===== src/rtl/ex_muldiv_unit_pkg.sv =====
// Shared definitions for the iterative RV32M multiply/divide unit.
// Operation encoding matches RV32M func3 so decode can cast directly.
// Latency helper lets pipeline control size stall windows per configuration.
package ex_muldiv_unit_pkg;

  typedef enum logic [2:0] {
    MD_MUL    = 3'b000,
    MD_MULH   = 3'b001,
    MD_MULHSU = 3'b010,
    MD_MULHU  = 3'b011,
    MD_DIV    = 3'b100,
    MD_DIVU   = 3'b101,
    MD_REM    = 3'b110,
    MD_REMU   = 3'b111
  } md_op_t;

  typedef enum logic [1:0] {
    ST_IDLE = 2'd0,
    ST_CALC = 2'd1,
    ST_DONE = 2'd2
  } md_state_t;

  // Accept-to-valid latency for a non-special op: one cycle per iteration plus the accept cycle.
  function automatic int md_latency(input int xlen, input int unroll);
    return xlen / unroll + 1;
  endfunction

endpackage


===== src/rtl/ex_muldiv_unit_md_step.sv =====
// One radix-2 iteration shared by multiply (shift-add) and divide (restoring shift-subtract).
// Purely combinational; chained to retire several bits per clock.
// No flow control of its own; the owning FSM decides when results are taken.
module ex_muldiv_unit_md_step #(
  parameter int XLEN = 32
) (
  input  logic            i_div,
  input  logic [XLEN-1:0] i_hi,
  input  logic [XLEN-1:0] i_lo,
  input  logic [XLEN-1:0] i_m,
  output logic [XLEN-1:0] o_hi,
  output logic [XLEN-1:0] o_lo
);

  logic [XLEN:0] sum;
  logic [XLEN:0] trial;
  logic [XLEN:0] diff;
  logic          ge;

  // Multiply: {hi,lo} is the accumulator with the multiplier draining out of lo.
  // Divide: hi is the partial remainder, lo shifts dividend bits out and quotient bits in.
  always_comb begin
    sum   = {1'b0, i_hi} + (i_lo[0] ? {1'b0, i_m} : '0);
    trial = {i_hi, i_lo[XLEN-1]};
    // Remainder stays below the divisor, so trial < 2*divisor and the borrow bit is exact.
    diff  = trial - {1'b0, i_m};
    ge    = ~diff[XLEN];
    if (i_div) begin
      o_hi = ge ? diff[XLEN-1:0] : trial[XLEN-1:0];
      o_lo = {i_lo[XLEN-2:0], ge};
    end else begin
      o_hi = sum[XLEN:1];
      o_lo = {sum[0], i_lo[XLEN-1:1]};
    end
  end

endmodule


===== src/rtl/ex_muldiv_unit.sv =====
// Iterative RV32M MUL/MULH/MULHSU/MULHU/DIV/DIVU/REM/REMU beside the EX-stage ALU.
// Latency XLEN/UNROLL+1 cycles from accept to o_valid; div-by-zero and MIN/-1 take 1 cycle.
// Holds result while i_ready=0; o_ready only in IDLE; i_flush squashes the in-flight op.
module ex_muldiv_unit
  import ex_muldiv_unit_pkg::*;
#(
  parameter int XLEN   = 32,
  parameter int UNROLL = 1
) (
  input  logic            i_clk,
  input  logic            i_reset,
  input  logic            i_valid,
  output logic            o_ready,
  input  logic [2:0]      i_func3,
  input  logic [XLEN-1:0] i_A,
  input  logic [XLEN-1:0] i_B,
  input  logic            i_flush,
  output logic            o_valid,
  input  logic            i_ready,
  output logic [XLEN-1:0] o_result,
  output logic            o_busy
);

  localparam int ITERS = XLEN / UNROLL;
  localparam int CW    = $clog2(ITERS + 1);
  localparam logic [XLEN-1:0] MIN_VAL = {1'b1, {(XLEN-1){1'b0}}};

  md_state_t       state_q, state_d;
  md_op_t          op_q, op_d;
  logic            neg_q, neg_d;
  logic [XLEN-1:0] m_q, m_d;
  logic [XLEN-1:0] hi_q, hi_d;
  logic [XLEN-1:0] lo_q, lo_d;
  logic [CW-1:0]   cnt_q, cnt_d;
  logic [XLEN-1:0] result_q, result_d;

  md_op_t          op_in;
  logic            sign_a, sign_b;
  logic [XLEN-1:0] mag_a, mag_b;
  logic            is_special;
  logic [XLEN-1:0] special_res;

  // Accept-side decode: operand signedness, magnitudes and the fixed-result corner cases.
  always_comb begin
    op_in       = md_op_t'(i_func3);
    sign_a      = i_A[XLEN-1] & ~(op_in inside {MD_MULHU, MD_DIVU, MD_REMU});
    sign_b      = i_B[XLEN-1] & (op_in inside {MD_MUL, MD_MULH, MD_DIV, MD_REM});
    mag_a       = sign_a ? -i_A : i_A;
    mag_b       = sign_b ? -i_B : i_B;
    is_special  = 1'b0;
    special_res = '0;
    if (op_in[2]) begin
      if (i_B == '0) begin
        is_special  = 1'b1;
        special_res = op_in[1] ? i_A : '1;
      end else if (!op_in[0] && i_A == MIN_VAL && i_B == '1) begin
        is_special  = 1'b1;
        special_res = op_in[1] ? '0 : MIN_VAL;
      end
    end
  end

  // Iteration chain: UNROLL single-bit steps per clock.
  for (genvar g = 0; g < UNROLL; g++) begin : g_step
    logic [XLEN-1:0] hi_in, lo_in, hi_out, lo_out;
    if (g == 0) begin : g_first
      assign hi_in = hi_q;
      assign lo_in = lo_q;
    end else begin : g_next
      assign hi_in = g_step[g-1].hi_out;
      assign lo_in = g_step[g-1].lo_out;
    end
    ex_muldiv_unit_md_step #(.XLEN(XLEN)) u_step (
      .i_div (op_q[2]),
      .i_hi  (hi_in),
      .i_lo  (lo_in),
      .i_m   (m_q),
      .o_hi  (hi_out),
      .o_lo  (lo_out)
    );
  end

  logic [XLEN-1:0]   fin_hi, fin_lo;
  logic [2*XLEN-1:0] prod;
  logic [XLEN-1:0]   final_res;

  assign fin_hi = g_step[UNROLL-1].hi_out;
  assign fin_lo = g_step[UNROLL-1].lo_out;

  // Sign fix-up on the last iteration's output; product negation is modulo 2^(2*XLEN).
  always_comb begin
    prod = neg_q ? -{fin_hi, fin_lo} : {fin_hi, fin_lo};
    case (op_q)
      MD_MUL:                      final_res = prod[XLEN-1:0];
      MD_MULH, MD_MULHSU, MD_MULHU: final_res = prod[2*XLEN-1:XLEN];
      MD_DIV, MD_DIVU:             final_res = neg_q ? -fin_lo : fin_lo;
      default:                     final_res = neg_q ? -fin_hi : fin_hi;
    endcase
  end

  // Next-state and datapath load; flush overrides every transition.
  always_comb begin
    state_d  = state_q;
    op_d     = op_q;
    neg_d    = neg_q;
    m_d      = m_q;
    hi_d     = hi_q;
    lo_d     = lo_q;
    cnt_d    = cnt_q;
    result_d = result_q;
    case (state_q)
      ST_IDLE: begin
        if (i_valid && !i_flush) begin
          op_d  = op_in;
          // REM takes the dividend's sign; everything else the XOR of operand signs.
          neg_d = (op_in == MD_REM) ? sign_a : (sign_a ^ sign_b);
          if (is_special) begin
            result_d = special_res;
            state_d  = ST_DONE;
          end else begin
            hi_d    = '0;
            lo_d    = op_in[2] ? mag_a : mag_b;
            m_d     = op_in[2] ? mag_b : mag_a;
            cnt_d   = CW'(ITERS);
            state_d = ST_CALC;
          end
        end
      end
      ST_CALC: begin
        hi_d  = fin_hi;
        lo_d  = fin_lo;
        cnt_d = cnt_q - CW'(1);
        if (cnt_q == CW'(1)) begin
          result_d = final_res;
          state_d  = ST_DONE;
        end
      end
      ST_DONE: begin
        if (i_ready) state_d = ST_IDLE;
      end
      default: state_d = ST_IDLE;
    endcase
    if (i_flush) state_d = ST_IDLE;
  end

  // State and datapath registers; async reset clears everything including the result.
  always_ff @(posedge i_clk or posedge i_reset) begin
    if (i_reset) begin
      state_q  <= ST_IDLE;
      op_q     <= MD_MUL;
      neg_q    <= 1'b0;
      m_q      <= '0;
      hi_q     <= '0;
      lo_q     <= '0;
      cnt_q    <= '0;
      result_q <= '0;
    end else begin
      state_q  <= state_d;
      op_q     <= op_d;
      neg_q    <= neg_d;
      m_q      <= m_d;
      hi_q     <= hi_d;
      lo_q     <= lo_d;
      cnt_q    <= cnt_d;
      result_q <= result_d;
    end
  end

  assign o_ready  = (state_q == ST_IDLE);
  assign o_valid  = (state_q == ST_DONE);
  assign o_busy   = (state_q != ST_IDLE);
  assign o_result = result_q;

endmodule


===== config.mk =====
export PLATFORM = sky130hd
export DESIGN_NAME = ex_muldiv_unit
export DESIGN_NICKNAME = d
export VERILOG_FILES = /design/src/rtl/ex_muldiv_unit_pkg.sv /design/src/rtl/ex_muldiv_unit_md_step.sv /design/src/rtl/ex_muldiv_unit.sv
export SDC_FILE = /design/constraint.sdc
export NUM_CORES = 1
export LEC_CHECK = 0
export BUFFER_PORTS_ARGS = -buffer_cell sky130_fd_sc_hd__clkbuf_2
export CORE_MARGIN = 4
export CORE_UTILIZATION = 40
export CTS_CLUSTER_DIAMETER = 120
export DETAILED_ROUTE_END_ITERATION = 7
export HOLD_SLACK_MARGIN = 0.03
export PLACE_DENSITY = 0.64
export RECOVER_POWER = 50
export SETUP_SLACK_MARGIN = 0.3
export SKIP_LAST_GASP = 1
export SLEW_MARGIN = 20
export SYNTH_ARGS = -nofsm -noshare
export SYNTH_HDL_FRONTEND = slang
export SYNTH_SLANG_ARGS = --single-unit

===== constraint.sdc =====
create_clock -name i_clk -period 5.85 [get_ports i_clk]
set_input_delay 0.585 -clock i_clk [delete_from_list [all_inputs] [get_ports i_clk]]
set_output_delay 0.585 -clock i_clk [all_outputs]
set_load 0.03 [all_outputs]

==> metrics, run 1 <==
combined buffer and inverter count along the critical path=4; worst flop-to-flop path startpoint=g_step[0].lo_in[31]; CP max stage delay=0.78 ns; max frequency=187 MHz; fin crit share=91.6%; CP top delay family=compound AO/OA/AOI/OAI gates; reg-to-reg slack, setup=0.49 ns; Fin. Hold Viols=0; reg2reg end=o_result[21]; antenna violations before repair=1; Worst Hold Class=input port to flip-flop; Clock Latency Late Sink=0.46 ns; Crit Path Max Fanout=11; Inserted Clock Buffers=17; post-CTS sizing=0; post-CTS setup buffer count=0; final setup fails=0; TritonCTS sink count=140; layout cells sized above 1=10.8%; RSZ-0062 raised after global routing=true; crit path kind=flip-flop to flip-flop; part of the Yosys area used for sequential elements=22.0%; synthesized instance count=2184; Stages on worst setup path=19; Slew Viols, Final=81; Via Count=17.6k; WL/cell=23.8 µm; CTS Buffer Depth=2; startpoint types=flip-flop; RD Place Congestion=0.995; synthesized area per cell=7.28 µm²; die area=0.0430 mm²; Slew HR=-92.6%; CTS Hold Bufs=0; Synth async-reset ratio=100%; fin nets=2386; port bufs=106; gr ovfl total=0; slew at the pin closest to its max-slew limit=2.89 ns; DRT antenna net count=0; # IOs=107; first-pass GRT wire length=101000 µm; DR DRC count=0; Synth warnings=0; clk slew on worst S/H paths=0.07 ns; # H-tree levels=4; ANT cells=0; Detail Route met2 WL=29300 µm; Area Growth Syn to Fin=10.8%; flops & latches, synth=140; CP max stage cell=a311oi_1; CTS tree=yes; reg2reg path depth=19; chip width=207 µm; WL final=66100 µm; maxcap violations=2; fillers=4109; Pre-antenna DRT Iters=6; capturing element type of the critical path=flip-flop; setup TNS=0 ns; worst setup margin=0.494 ns; Post-synth EDFFs=0; initial core utilization=40.8%; DRT iter0 DRCs=1951; die height=207 µm; max layer used=met5; routed vias/inst=6.34; dpl hpwl=51700 µm; worst hold start=i_flush; Synth Flop Type=dfrtp_1; status=finished with violations; Met3 Wirelength=5760 µm; WP data arrival=5.67 ns; core box area=0.0389 mm²; dpl ws=0.594 ns; vias in the first global route=16.7k; Hold Crit Endpoint=state_q[1]; met1 WL=28600 µm; clk_skew=0.0115 ns; Syn Std Cell Area=0.0159 mm²; Root Buffer=clkbuf_16; fin crit period=5.36 ns; count of different cell masters after synthesis=95; violated checks=capacitance limit, slew limit; Data required, critical path=6.16 ns; Post-Syn Nets=2329; Rows=72; largest net degree at the start of global routing=74; GRT Resource Usage Total=29.6%; Worst Hold Depth=2; Cell Chain, Critical Path=inv_1, ha_1, inv_1, fa_1, a211oi_2, o211ai_2, nand3_1, a21boi_4, or3_1, buf_4, nand3_1, a311oi_1, nor4_1, buf_4, nand4b_1, o21ai_0, xnor2_1, a221oi_1, o221ai_1
[worst reg2reg max path, cell delays in order, from the launching register on]
cell      delay (ns)
dfrtp_1         0.40
inv_1           0.06
ha_1            0.20
inv_1           0.07
fa_1            0.26
a211oi_2        0.12
o211ai_2        0.32
nand3_1         0.26
a21boi_4        0.36
or3_1           0.45
buf_4           0.31
nand3_1         0.13
a311oi_1        0.78
nor4_1          0.19
buf_4           0.22
nand4b_1        0.11
o21ai_0         0.12
xnor2_1         0.18
a221oi_1        0.52
o221ai_1        0.17
[cells in the mapped netlist, types with 6 or more instances]
cell       number  area share [%]
a21boi_0        7            0.33
or3_1          26             1.0
o21ai_0       244             7.7
nand2b_1       15            0.59
nand2_1       251             5.9
nor2_1        206             4.9
o21a_1         14            0.66
or4_1          14            0.66
a211o_1         6            0.33
o22ai_1         9            0.35
mux2i_1        43             2.7
dfrtp_1       140              22
nor3_1         61             1.9
nor2b_1         6            0.24
mux2_2         11            0.78
nor4_1         12            0.47
xor2_1         66             3.6
and3_1         12            0.47
inv_1          74             1.7
a22o_1         25             1.4
o21bai_1        8            0.38
nand3_1        40             1.3
a211oi_1       24             1.1
clkbuf_1       95             2.2
a31oi_1        44             1.7
o31ai_1        31             1.5
a21oi_1       183             5.8
nand3b_1        6            0.28
a21oi_2         7            0.39
o21ai_1        10            0.31
o41ai_1         8            0.44
o211ai_1       28             1.3
xnor2_1        82             4.5
a21o_1         22             1.0
or2_2           7            0.28
a221oi_1        8            0.44
buf_2          17            0.54
a31o_2          6            0.33
nand4_1        32             1.3
buf_1          14            0.33
nor3b_1         6            0.28
and2_1         49             1.9
o221ai_1       40             2.2
a2111oi_0      10            0.55
ha_1           71             5.6
[metrics by stage]
stage	utilization [%]	hold slack [ns]	instance area, µm²	cells
after global routing	45.2	0.347	17600	2772
after global placement	43.8	0.479	17000	2740
after CTS	45.2	0.0899	17600	2772
final	45.2	0.334	17600	2772
after detailed placement	43.8	0.484	17000	2740
after floorplan	-	0.461	15900	2184
[sequential cells by signal (all words and copies together) (netlist names)]
signal and flops:
o_result 32, neg_q 1, cnt_q 6, state_q 2
g_step.lo_in 32, g_step.hi_in 32, m_q 32, op_q 3
[how the worst max path moves through the flow]
stage / from / to / slack [ns]
2_1_floorplan: g_step[0].lo_in[31] / o_result[14] / 1.26
3_3_place_gp: g_step[0].lo_in[31] / o_result[21] / 0.62
3_5_place_dp: g_step[0].lo_in[31] / o_result[21] / 0.59
4_1_cts: g_step[0].lo_in[31] / o_result[21] / 0.56
5_1_grt: g_step[0].lo_in[31] / o_result[6] / 0.29
6_report: g_step[0].lo_in[31] / o_result[21] / 0.49
[final cells by class]
cell class / instances / area (µm²) / share of cell area, %
clock buffers: 19 / 433 / 2.46
repair buffers: 171 / 1000 / 5.71
well taps: 518 / 648 / 3.68
inverters: 75 / 283 / 1.61
multi-input cells: 1836 / 11600 / 65.8
flip-flops and latches: 140 / 3510 / 19.9
clock inverters: 13 / 141 / 0.803
[logic make-up after synthesis]
kind of cell | count (synthesis) | synth area share (%)
flip-flops | 140 | 22.0
XOR/XNOR | 148 | 8.16
buffers and inverters | 208 | 5.29
adder cells (fa/ha/maj) | 73 | 5.84
AO/OA/AOI/OAI | 792 | 32.2
AND/OR/NAND/NOR | 769 | 23.0
multiplexers | 54 | 3.49
[routing by layer]
layer,up-vias,global-route usage (%)
met5,-,0
met2,849,46.6
li1,8173,-
met4,2,10.2
met3,120,5.23
met1,8442,41.1
[cells in the final DEF, fill, tap and decap left out, types with 14 or more instances in the layout]
master     count
nand2_1      251
o21ai_0      244
nor2_1       206
a21oi_1      182
dfrtp_1      138
clkbuf_2      87
xnor2_1       82
inv_1         73
ha_1          71
xor2_1        66
buf_4         63
nor3_1        61
and2_1        49
a31oi_1       44
mux2i_1       43
o221ai_1      40
nand3_1       40
nand4_1       32
o31ai_1       30
o211ai_1      28
or3_1         25
a22o_1        25
a211oi_1      24
a21o_1        22
clkbuf_1      21
clkbuf_16     17
or4_1         14
nand2b_1      14
o21a_1        14
Power of run 1 is not shown: default switching activity piles up to over one toggle a cycle in this logic, so the estimate is an artifact.
==> run 2, diff against run 1 <==
CORE_ASPECT_RATIO = 1.75   (was not set)
==> metrics, run 2 (synthesized netlist as in run 1, its figures left out) <==
crit-path most repeated cell=or3_1; Worst setup endpoint=o_result[29] (was o_result[21]); Slew HR=-135% (was -92.6%); CTS Buffer Depth=2 (unchanged); Clk pwr share=8.9%; crit path kind=flip-flop to flip-flop (unchanged); core box area=0.0393 mm² (was 0.0389 mm²); RSZ-0062 raised after global routing=true (unchanged); capturing element type of the critical path=flip-flop (unchanged); max layer used=met5 (unchanged); violated checks=DRC, capacitance limit, slew limit (was capacitance limit, slew limit); GRT Resource Usage Total=31.2% (was 29.6%); max frequency=186 MHz (was 187 MHz); vias in the first global route=17.6k (was 16.7k); Fin. Hold Viols=0 (unchanged); maxcap violations=2 (unchanged); Crit Path Max Fanout=19 (was 11); reg2reg path depth=18 (was 19); TritonCTS sink count=140 (unchanged); DR DRC count=2 (was 0); fin nets=2389 (was 2386); WL final=68000 µm (was 66100 µm); antenna violations before repair=2 (was 1); most common cell after layout, fill and taps aside=nand2_1 (unchanged); worst setup margin=0.468 ns (was 0.494 ns); Rows=96 (was 72); post-layout util=44.9% (was 45.2%); Cell Chain, Critical Path=inv_1, ha_1, inv_1, fa_1, a211oi_2, o211ai_2, nand3_2, a21boi_4, or3_1, a21oi_2, o31ai_2, buf_4, or3_1, or3_1, o41ai_1, xnor2_1, a21oi_1, o21ai_1 (was inv_1, ha_1, inv_1, fa_1, a211oi_2, o211ai_2, nand3_1, a21boi_4, or3_1, buf_4, nand3_1, a311oi_1, nor4_1, buf_4, nand4b_1, o21ai_0, xnor2_1, a221oi_1, o221ai_1); Pleak=7.13 nW; P_sw=0.00770 W; chip width=159 µm (was 207 µm); WL/cell=24.8 µm (was 23.8 µm); CP max stage cell=or3_1 (was a311oi_1); Detail Route met2 WL=34400 µm (was 29300 µm); pwr dens=758 mW/mm²; DRT antenna net count=0 (unchanged); Placed Cells=2714 (was 2740); final setup fails=0 (unchanged); post-CTS setup buffer count=0 (unchanged); slew at the pin closest to its max-slew limit=3.52 ns (was 2.89 ns); reg2reg end=o_result[29] (was o_result[21]); dpl hpwl=54400 µm (was 51700 µm); dpl ws=0.500 ns (was 0.594 ns); CTS tree=yes (unchanged); Internal=0.00569 W; combinational power share=75.9%; worst flop-to-flop path startpoint=g_step[0].lo_in[31] (unchanged); die height=272 µm (was 207 µm); Area Growth Syn to Fin=11.1% (was 10.8%); peak supply drop=297 µV; hold_ws=0.329 ns (was 0.334 ns); reg-to-reg slack, setup=0.47 ns (was 0.49 ns); RD Place Congestion=1.01 (was 0.995); initial core utilization=40.5% (was 40.8%); ANT cells=0 (unchanged); Via Count=17.7k (was 17.6k); routed vias/inst=6.43 (was 6.34); startpoint types=flip-flop (unchanged); # H-tree levels=4 (unchanged); port bufs=106 (unchanged); clk_skew=0.0133 ns (was 0.0115 ns); sequential cell fraction of total power=15.2%; largest net degree at the start of global routing=95 (was 74); first-pass GRT wire length=103000 µm (was 101000 µm); CP startpoint=g_step[0].lo_in[31] (unchanged); Worst Hold Class=input port to flip-flop (unchanged); DRT iter0 DRCs=1676 (was 1951); clk slew on worst S/H paths=0.07 ns (about the same); Clock Latency Late Sink=0.46 ns (about the same); Data required, critical path=6.19 ns (was 6.16 ns); Met3 Wirelength=3290 µm (was 5760 µm); die area=0.0431 mm² (was 0.0430 mm²); # IOs=107 (unchanged); Root Buffer=clkbuf_16 (unchanged); commonest non-fill, non-tap cells in the layout=251 x nand2_1, 243 x o21ai_0, 205 x nor2_1 (was 251 x nand2_1, 244 x o21ai_0, 206 x nor2_1); gr ovfl total=0 (unchanged); Slew Viols, Final=88 (was 81); Inserted Clock Buffers=17 (unchanged); Pre-antenna DRT Iters=8 (was 6); fin crit share=92.0% (was 91.6%); WP data arrival=5.72 ns (was 5.67 ns); Sw Ratio=57.5%; status=finished with violations (unchanged); fin crit period=5.38 ns (was 5.36 ns); layout cells sized above 1=10.2% (was 10.8%); CP max stage delay=0.66 ns (was 0.78 ns); Final Non-Filler Cells=2746 (was 2772); met1 WL=24200 µm (was 28600 µm); setup TNS=0 ns (unchanged)
## run 2: cell types whose count changed in the layout (fill, tap and decap cells not counted), moves of 2 or more
cell	delta
buf_12	+2
clkbuf_2	-15
inv_6	-2
clkbuf_8	+2
clkbuf_1	+15
bufinv_16	+2
## run 2: metal layers
metal  vias to the layer above  global-route usage (%)
met5                         -                       0
met4                         4                    23.8
met3                       264                    3.43
met2                       795                    54.5
met1                      8418                    33.7
li1                       8178                       -
## run 2: how the worst min path moves through the flow
stage | startpoint | to | slack, ns | depth (start not counted)
3_5_place_dp | cnt_q[3] | cnt_q[3] | 0.49 | 1
3_3_place_gp | o_result[25] | o_result[25] | 0.48 | 2
6_report | i_flush | state_q[1] | 0.33 | 2
4_1_cts | i_flush | state_q[1] | 0.31 | 2
5_1_grt | i_flush | state_q[1] | 0.33 | 2
2_1_floorplan | cnt_q[3] | cnt_q[3] | 0.46 | 1
## run 2: worst max-delay path: cells and delay by family, from the launching register on
family,cells,cell delay (ns)
AOI/OAI and AO/OA,8,1.89
and+or+nand+nor,4,1.82
adders and majority gates,2,0.58
DFF,1,0.43
buffers and inverters,3,0.38
xor gates and xnor gates,1,0.12
## run 2: what timing repair did
item	CTS	global route
hold buffers	1	0
resized for setup	0	8
endpoints found under the hold margin	16	0
setup endpoints to repair	0	17
## run 2: final cells by class
| class | count | area [µm²] |
|---|---|---|
| flip-flops and latches | 140 | 3510 |
| clock buffers | 20 | 457 |
| fillers | 3916 | 21600 |
| clock inverters | 11 | 168 |
| inverters | 75 | 283 |
| multi-input cells | 1836 | 11600 |
| well taps | 490 | 613 |
| repair buffers | 174 | 1030 |
## run 2: power groups by stage
stage	clock network [W]	logic (W)	registers, W
after floorplan	0	0.00682	0.00188
after global placement	0	0.00982	0.00201
after detailed placement	0	0.00985	0.00203
after CTS	0.00120	0.00992	0.00201
after global routing	0.00124	0.0109	0.00208
final	0.00119	0.0102	0.00204
## run 2: metrics by stage
| step | total power (W) | area (µm²) |
|---|---|---|
| 3_5_place_dp | 0.0119 | 17000 |
| 4_1_cts | 0.0131 | 17700 |
| 2_1_floorplan | 0.00869 | 15900 |
| 3_3_place_gp | 0.0118 | 17000 |
| 6_report | 0.0134 | 17700 |
| 5_1_grt | 0.0142 | 17700 |
No activity file was read; power rests on OpenSTA's default activity.
